File: src/rtl/core_idq.sv
// Decode queue: DEPTH-entry FIFO of {pc, instr} with head decode; push-to-head latency 1 cycle, if_ready=0 when full.
// Flush/reset drop all entries; optional CORE_IDQ_ERR_EN flags undefined opcodes on fire.
module core_idq #(
    parameter int DEPTH    = 2,
    parameter int WB_PORTS = 2,
    parameter int IMM_W    = 11
) (
    input  logic                            clk,
    input  logic                            rst,
    input  logic                            if_valid,
    output logic                            if_ready,
    input  logic [31:0]                     if_pc,
    input  logic [31:0]                     if_instr,
    input  logic                            id_flush,
    input  logic                            ex_ready,
    input  logic [WB_PORTS*4-1:0]           wb_addr,
    input  logic [WB_PORTS-1:0]             wb_valid,
    input  logic [2:0]                      flag,
    output logic                            id_valid,
    output logic [31:0]                     id_pc,
    output logic [31:0]                     id_instr,
    output logic [31:0]                     imm,
    output logic [3:0]                      rega_addr,
    output logic [3:0]                      regb_addr,
    output logic [$clog2(WB_PORTS+3)-1:0]   opmux_a,
    output logic [$clog2(WB_PORTS+3)-1:0]   opmux_b,
    output logic                            branch,
    output logic                            branch_imm,
    output logic                            branch_abs,
    output logic                            swi,
    output logic                            rfe,
    output logic                            wb_spr,
    output logic                            id_err,
    output logic [3:0]                      spr_addr
);
    localparam int PW    = $clog2(DEPTH);
    localparam int CW    = $clog2(DEPTH + 1);
    localparam int SEL_W = $clog2(WB_PORTS + 3);

    localparam logic [5:0] OPCODE_NOP  = 6'h00;
    localparam logic [5:0] OPCODE_ADD  = 6'h01;
    localparam logic [5:0] OPCODE_MOV  = 6'h02;
    localparam logic [5:0] OPCODE_B    = 6'h03;
    localparam logic [5:0] OPCODE_CALL = 6'h04;
    localparam logic [5:0] OPCODE_RET  = 6'h05;
    localparam logic [5:0] OPCODE_SWI  = 6'h06;
    localparam logic [5:0] OPCODE_RFE  = 6'h07;
    localparam logic [5:0] OPCODE_LD   = 6'h08;
    localparam logic [5:0] OPCODE_ST   = 6'h09;
    localparam logic [3:0] RF_PC       = 4'd15;

    logic [31:0]   mem_pc    [DEPTH];
    logic [31:0]   mem_instr [DEPTH];
    logic [PW-1:0] wr_ptr, rd_ptr;
    logic [CW-1:0] count;
    logic [31:0]   last_pc;
    logic          marker;
    logic          push, fire;

    logic [5:0]    opcode;
    logic [3:0]    regd_cond;
    logic          imm_i, imm_s;

    assign if_ready = (count != CW'(DEPTH));
    assign id_valid = (count != '0);
    // Flush wins over both handshakes: nothing enters, nothing retires.
    assign push     = if_valid && if_ready && !id_flush;
    assign fire     = id_valid && ex_ready && !id_flush;

    always_ff @(posedge clk) begin
        if (push) begin
            mem_pc[wr_ptr]    <= if_pc;
            mem_instr[wr_ptr] <= if_instr;
        end
    end

    always_ff @(posedge clk or negedge rst) begin
        if (!rst) begin
            wr_ptr  <= '0;
            rd_ptr  <= '0;
            count   <= '0;
            last_pc <= '0;
            marker  <= 1'b0;
        end else if (id_flush) begin
            wr_ptr  <= '0;
            rd_ptr  <= '0;
            count   <= '0;
            marker  <= 1'b1;
        end else begin
            if (push) wr_ptr <= wr_ptr + 1'b1;
            if (fire) begin
                rd_ptr  <= rd_ptr + 1'b1;
                last_pc <= mem_pc[rd_ptr];
            end
            if (push && !fire)      count <= count + 1'b1;
            else if (fire && !push) count <= count - 1'b1;
        end
    end

    // Empty head presents a NOP whose payload records whether the last clear was a flush.
    assign id_pc    = id_valid ? mem_pc[rd_ptr] : last_pc;
    assign id_instr = id_valid ? mem_instr[rd_ptr] : {OPCODE_NOP, 25'd0, marker};

    assign opcode    = id_instr[31:26];
    assign regd_cond = id_instr[25:22];
    assign rega_addr = id_instr[21:18];
    assign regb_addr = id_instr[17:14];
    assign imm_i     = id_instr[13];
    assign imm_s     = id_instr[12];

    always_comb begin
        imm = '0;
        if (imm_i) begin
            if (imm_s) imm = {{(32-IMM_W){id_instr[IMM_W-1]}}, id_instr[IMM_W-1:0]};
            else       imm = {{(32-IMM_W){1'b0}}, id_instr[IMM_W-1:0]};
        end
    end

    // Descending scan so the lowest matching writeback port is assigned last and wins.
    always_comb begin
        opmux_a = (rega_addr == RF_PC) ? SEL_W'(1) : SEL_W'(0);
        opmux_b = (regb_addr == RF_PC) ? SEL_W'(1) : SEL_W'(0);
        for (int k = WB_PORTS - 1; k >= 0; k--) begin
            if (wb_valid[k] && (wb_addr[k*4 +: 4] == rega_addr)) opmux_a = SEL_W'(2 + k);
            if (wb_valid[k] && (wb_addr[k*4 +: 4] == regb_addr)) opmux_b = SEL_W'(2 + k);
        end
        if (imm_i) opmux_b = SEL_W'(WB_PORTS + 2);
    end

    assign branch_imm = imm_i;
    assign branch_abs = regb_addr[0];
    assign spr_addr   = regd_cond;

    always_comb begin
        branch = 1'b0;
        swi    = 1'b0;
        rfe    = 1'b0;
        wb_spr = 1'b0;
        if (fire) begin
            branch = ((opcode == OPCODE_B) && (regd_cond[2:0] == flag))
                     || (opcode == OPCODE_CALL) || (opcode == OPCODE_RET);
            swi    = (opcode == OPCODE_SWI);
            rfe    = (opcode == OPCODE_RFE);
            wb_spr = (opcode == OPCODE_MOV) && regb_addr[1];
        end
    end

`ifdef CORE_IDQ_ERR_EN
    always_comb begin
        id_err = 1'b0;
        if (fire) begin
            case (opcode)
                OPCODE_NOP, OPCODE_ADD, OPCODE_MOV, OPCODE_B, OPCODE_CALL,
                OPCODE_RET, OPCODE_SWI, OPCODE_RFE, OPCODE_LD, OPCODE_ST: id_err = 1'b0;
                default: id_err = 1'b1;
            endcase
        end
    end
`else
    assign id_err = 1'b0;
`endif

endmodule

File: config.mk
export PLATFORM = sky130hd
export DESIGN_NAME = core_idq
export DESIGN_NICKNAME = d
export VERILOG_FILES = /design/src/rtl/core_idq.sv
export SDC_FILE = /design/constraint.sdc
export NUM_CORES = 1
export LEC_CHECK = 0
export ABC_AREA = 1
export BUFFER_PORTS_ARGS = -buffer_cell sky130_fd_sc_hd__buf_2
export CORE_MARGIN = 10
export CORE_UTILIZATION = 53
export CTS_CLUSTER_DIAMETER = 50
export DETAILED_ROUTE_END_ITERATION = 8
export PLACE_DENSITY = 0.78
export SLEW_MARGIN = 30
export SYNTH_ARGS = -nofsm -noshare
export SYNTH_HDL_FRONTEND = slang
export SYNTH_SLANG_ARGS = --single-unit
File: constraint.sdc
create_clock -name clk -period 4.7 [get_ports clk]
set_clock_uncertainty 0.2 [all_clocks]
set_input_delay 0.47 -clock clk [delete_from_list [all_inputs] [get_ports clk]]
set_output_delay 0.47 -clock clk [all_outputs]
set_load 0.05 [all_outputs]
==> results.yml, run 1 <==
critical_path:
  reg2reg_depth: 8
  critical_path_class: "reg2out"
  reg2reg_from: "count[1]$_DFFE_PN0P_"
  arrival_ps: 3170
  r2r_end: "count[1]$_DFFE_PN0P_"
  crit_start: "rd_ptr$_DFFE_PN0P_"
  cp-end-kind: "output pin"
  worstPathCellList: "inv_2, buf_4, nand2_1, a21oi_1, nor2_1, nor2_1, nand3_1, a21oi_1, buf_2"
  critPathMaxFanout: 36
  crit_end: "opmux_a[0]"
  cp-start-kind: "flop"
  cp_slowest_cell: "dfrtp_2"
  reg2reg_slack_ps: 2310
  cp.required_ps: 4030
  critical_path.max_stage_delay_ps: 610
logic_synthesis:
  synthMuxAreaShare_pct: 0.150
  synth_edf_count: 128
  synthFlopType: "edfxtp_1"
  ys_warn_count: 0
  postSynthAreaPerCell_sq_um: 9.92
  synthSimpleGateAreaFrac_pct: 20.2
  synthesis.area_sq_um: 7490
  syn_inst: 755
  yosys_register_bits: 165
  synth_xor_area_share_pct: 0.468
  synth-compound-area-share_pct: 5.74
  synthAdderAreaFrac_pct: 0
  synth_top_family_by_area: "simple AND/OR/NAND/NOR gates"
  async_reset_ff_share_pct: 22.4
  synth_cell_types: 37
  ys_seq_area_share_pct: 63.7
final_layout:
  fin_nets: 996
  seq_area_sq_um: 4770
  drive_gt1_share_pct: 27.8
  nFillCells: 1105
  multi_input_area_sq_um: 2020
  area_growth_pct: 19.7
  final_util_pct: 64.6
place:
  place_congestion: 0.859
  place_ws_ps: 1290
  io_buffers: 202
  hpwl_microns: 12000
die:
  die_w_microns: 139
  die_h_microns: 139
  coreArea_sq_um: 13900
  ioPinCount: 205
  start_util_pct: 54.0
  core.rowCount: 43
  die_area_sq_um: 19300
grt:
  grt_pass1_wl_microns: 27600
  grt_usage_pct: 17.8
  grt_pass1_vias: 5376
  grt_remaining_overflow: 0
  grt_max_degree: 66
  antenna_found_initial: 2
cts:
  clock_sinks: 165
  clkLatencyLatePin_ps: 420
  cts_made_buffers: 17
  clk_pin_slew_ps: 60
  cts_tree: "done"
  cts_setup_buffers: 0
  clockBufferDepth: 2
  root_buffer: "clkbuf_16"
  cts_max_level: 4
drt:
  drt-initial-drc-count: 316
  drt_wl_total_microns: 17200
  drt-wirelength-per-cell_microns: 15.5
  firstDrtPassIters: 4
  ant_nets: 0
  drc: 0
  vias_per_cell: 4.98
  via_count: 5522
sta:
  slew_viol_final: 0
  hold_viol_final: 0
  tightest_slew_ps: 901
  setup_viol: 0
  maxSlewHeadroom_pct: 39.9
  whs_ps: 39.0
  min_period_ps: 3840
  min_period_over_period_pct: 81.7
  setup_tns_ps: 0
  fmax_ghz: 0.260
  setup_slack_ps: 858
  rsz0062_at_grt: "false"
pwr:
  seqPwrFrac_pct: 33.6
  pwr-share-comb_pct: 41.1
  p_int_mw: 3.16
  swShare_pct: 43.2
  power_mw: 5.57
  switchingPower_mw: 2.41
  p_leak_nw: 4.16
  ir_drop_v: 0.000373
  clkPwrFrac_pct: 25.3
  power-per-cell-area_nw_per_um2: 621
flow_run:
  maxCapViolations: 0
status:
  outcome: "complete, no violations"
worst_hold_path:
  hold_class: "in2reg"
-- placed cells by master, fill, tap and decap left out, types with 3 or more instances in the layout --
cell,count
nand2_1,248
buf_2,201
edfxtp_1,128
inv_1,67
o21ai_0,52
nor2_1,49
dfrtp_1,36
nand3_1,24
clkbuf_16,18
o21ai_1,17
a21oi_1,11
nor3_1,10
buf_4,8
nor4_1,6
nor4_2,5
nor2_4,4
clkbuf_1,4
nand4_1,3
clkinv_2,3
bufinv_16,3
-- state kept, by name (all words and copies together), names as in the netlist --
register and flops:
mem_instr 64, mem_pc 64, last_pc 32, count 2
marker 1, rd_ptr 1, wr_ptr 1
-- cells by family (layout without fill, tap and decap cells) --
family,after synthesis,in the layout
other,1,4
xor gates and xnor gates,4,4
muxes,1,1
buffers and inverters,140,311
and+or+nand+nor,360,360
AOI/OAI and AO/OA,84,84
DFF,165,165
-- power groups by stage --
stage                     logic (mW)  clock network (mW)  registers (mW)
after floorplan                 1.86                   0            1.88
after global placement          2.29                   0            1.89
after detailed placement        2.31                   0            1.90
after CTS                       2.32                1.43            1.87
after global routing            2.47                1.50            1.89
final                           2.29                1.41            1.87
-- cells in the mapped netlist, types with 2 or more instances --
master | count | share of area [%]
nor2_1 | 52 | 2.6
buf_6 | 2 | 0.30
clkbuf_2 | 3 | 0.20
nand3_1 | 24 | 1.6
buf_4 | 44 | 4.4
xor2_1 | 2 | 0.23
nand4_1 | 3 | 0.25
nor4_2 | 5 | 0.84
buf_1 | 2 | 0.10
nor3_1 | 10 | 0.67
o21ai_0 | 52 | 3.5
a21oi_1 | 11 | 0.73
buf_2 | 18 | 1.2
edfxtp_1 | 128 | 51
o21ai_1 | 17 | 1.1
nand2_2 | 2 | 0.17
nand2_1 | 248 | 12
inv_1 | 68 | 3.4
or2_2 | 2 | 0.17
dfrtp_1 | 37 | 12
clkbuf_1 | 2 | 0.10
xnor2_1 | 2 | 0.23
nor4_1 | 6 | 0.50
nor3_2 | 2 | 0.27
-- metal layers --
| layer | track usage, % | part of all wire [%] |
|---|---|---|
| met1 | 20.0 | 40 |
| met4 | 8.46 | 2.5 |
| met2 | 29.7 | 50 |
| met5 | 0 | 0.064 |
| met3 | 6.06 | 7.3 |
-- worst min-delay path by stage --
stage | startpoint | to | slack [ps] | cells after the start
finish | if_pc[2] | mem_pc[0][2]$_DFFE_PP_ | 40 | 1
global route | if_pc[5] | mem_pc[1][5]$_DFFE_PP_ | 20 | 1
CTS | if_pc[4] | mem_pc[1][4]$_DFFE_PP_ | 20 | 1
detailed placement | marker$_DFFE_PN0P_ | marker$_DFFE_PN0P_ | 240 | 2
global placement | marker$_DFFE_PN0P_ | marker$_DFFE_PN0P_ | 230 | 2
floorplan | rst | count[0]$_DFFE_PN0P_ | -30 | 0
-- worst max-delay path: cells and delay by family, from the launching register on --
family / cells / cell delay [ps]
compound gates: 2 / 470
buf+inv: 3 / 1230
flops: 1 / 610
simple gates: 4 / 410
-- repair_timing --
item,4_1_cts,5_1_grt
resized for setup,0,0
hold endpoints to repair,5,0
hold buffers,1,0
-- metrics by stage --
step,cell area (sq um),std cells
5_1_grt,8960,1108
3_3_place_gp,8340,1074
6_report,8970,1109
2_1_floorplan,7500,756
4_1_cts,8960,1107
3_5_place_dp,8340,1074
-- final cells by class --
cell class	count	area share [%]
Clock inverter	8	1.35
Timing Repair Buffer	210	12.0
Tap cell	180	2.51
Sequential cell	165	53.2
Inverter	69	2.89
Antenna cell	2	0.0558
Multi-Input combinational cell	451	22.5
Clock buffer	24	5.50
No activity file was read; power rests on OpenSTA's default activity.
==> run 2: changes to the inputs <==
- clock period: 4.7 -> 3.6 ns (I/O delays scaled with it)
==> results.yml, run 2 (synthesis gave the netlist of run 1 again) <==
cts:
  clockBufferDepth: 2
  clkLatencyLatePin_ps: 410
  clk_pin_slew_ps: 60
  clock_sinks: 165
  cts_max_level: 4
  cts_made_buffers: 17
  root_buffer: "clkbuf_16"
  cts_tree: "done"
final_layout:
  top_regs: "mem_instr: 64 flops, mem_pc: 64 flops, last_pc: 32 flops"
  mostFrequentLayoutCells: "248 x nand2_1, 201 x buf_2, 128 x edfxtp_1"
  fin_nets: 1063
  stdcell_count: 1176
  nFillCells: 1039
  area_growth_pct: 28.0
  drive_gt1_share_pct: 26.1
  fin_area_sq_um: 9590
  mostFrequentLayoutCell: "nand2_1"
critical_path:
  critical_path.max_stage_delay_ps: 410
  arrival_ps: 2500
  critPathMaxFanout: 27
  cp-end-kind: "output pin"
  critical_path_class: "reg2out"
  cp_top_family: "buffers and inverters"
  reg2reg_from: "count[0]$_DFFE_PN0P_"
  path_depth: 9
  cp-start-kind: "flop"
  cp.required_ps: 3040
  cp.buffers_inverters: 4
  reg2reg_depth: 8
  crit_start: "count[0]$_DFFE_PN0P_"
  cp_slowest_cell: "dfrtp_1"
  worstPathCellList: "nor2_4, buf_4, nor2_1, o21ai_0, inv_1, nor3_2, inv_1, nor2_1, buf_2"
place:
  hpwl_microns: 12300
  dpl_cell_area_sq_um: 8380
  place_inst: 1077
  io_buffers: 202
  place_congestion: 0.852
die:
  core.rowCount: 43
  die_area_sq_um: 19300
  start_util_pct: 54.0
  ioPinCount: 205
  die_h_microns: 139
  die_w_microns: 139
  coreArea_sq_um: 13900
drt:
  vias_per_cell: 4.98
  drt_wl_total_microns: 18700
  drt-wirelength-per-cell_microns: 15.9
  via_count: 5851
  drt-initial-drc-count: 441
  drc: 0
  ant_nets: 0
  firstDrtPassIters: 5
status:
  outcome: "complete, no violations"
sta:
  setup_viol: 0
  min_period_over_period_pct: 85.1
  tightest_slew_ps: 879
  setup_tns_ps: 0
  maxSlewHeadroom_pct: 41.4
  slew_viol_final: 0
  rsz0062_at_grt: "false"
  min_period_ps: 3060
  fmax_ghz: 0.326
  hold_viol_final: 0
worst_hold_path:
  holdPathStages: 3
  hp-start: "ex_ready"
  hold_class: "in2reg"
pwr:
  p_leak_nw: 4.41
  ir_drop_v: 0.000505
  power-per-cell-area_nw_per_um2: 754
grt:
  grt_max_degree: 66
  met2_usage_pct: 34.3
  grt_remaining_overflow: 0
  met3_usage_pct: 6.44
  top_usage_layer: "met2"
  grt_pass1_wl_microns: 30000
  gr-usage-met1_pct: 20.4
  antenna_found_initial: 1
  grt_usage_pct: 19.3
  grt_pass1_vias: 5982
flow_run:
  maxCapViolations: 0
## run 2: layout make-up
| cell class | instances | area, sq um | share of cell area (%) |
|---|---|---|---|
| Multi-Input combinational cell | 451 | 2020 | 21.1 |
| Tap cell | 180 | 225 | 2.35 |
| Clock inverter | 10 | 109 | 1.14 |
| Inverter | 69 | 259 | 2.70 |
| Antenna cell | 2 | 5.00 | 0.0522 |
| Timing Repair Buffer | 277 | 1750 | 18.3 |
| Clock buffer | 22 | 444 | 4.63 |
| Sequential cell | 165 | 4770 | 49.8 |
## run 2: routing by layer
layer / share of wire, % / up-vias / routed length, microns
li1: - / 2888 / -
met1: 38 / 2722 / 7090
met2: 52 / 207 / 9770
met3: 7.4 / 34 / 1390
met4: 2.5 / 0 / 464
met5: 0 / - / 0
## run 2: path summary, 6_finish.rpt
path / to / slack, ps
hold / removal: rd_ptr$_DFFE_PN0P_ / 90
setup reg to reg: count[1]$_DFFE_PN0P_ / 1150
min in group asynchronous: last_pc[20]$_DFFE_PN0P_ / 260
setup / recovery: rfe / 540
max in group asynchronous: rd_ptr$_DFFE_PN0P_ / 2570
hold reg to reg: marker$_DFFE_PN0P_ / 270
## run 2: worst register-to-register path, delay by kind of cell, from the launching register on
family          cells  cell delay, ps
compound gates      1              80
mux                 1             300
flops               1             400
simple gates        4             560
buf+inv             2             840
## run 2: timing repair
action,CTS,global route
endpoints found under the setup margin,0,0
buffers inserted,0,0
resized for setup,0,0
hold endpoints to repair,165,0
hold buffers,65,0
## run 2: report_power, final
| part | leakage, nW | switching (mW) | internal, mW |
|---|---|---|---|
| logic | 2.52 | 2.44 | 0.675 |
| clock network | 0.261 | 0.671 | 1.01 |
| registers | 1.63 | 0.0782 | 2.35 |
| total | 4.41 | 3.19 | 4.04 |
## run 2: through the flow
step	total power, mW	hold WS (ps)	utilization (%)	setup slack [ps]
after floorplan	4.89	-136	-	41.3
after global placement	5.48	230	60.4	1040
after detailed placement	5.53	237	60.4	973
after CTS	7.27	74.3	69.0	521
after global routing	7.62	89.8	69.1	379
final	7.23	89.1	69.1	536
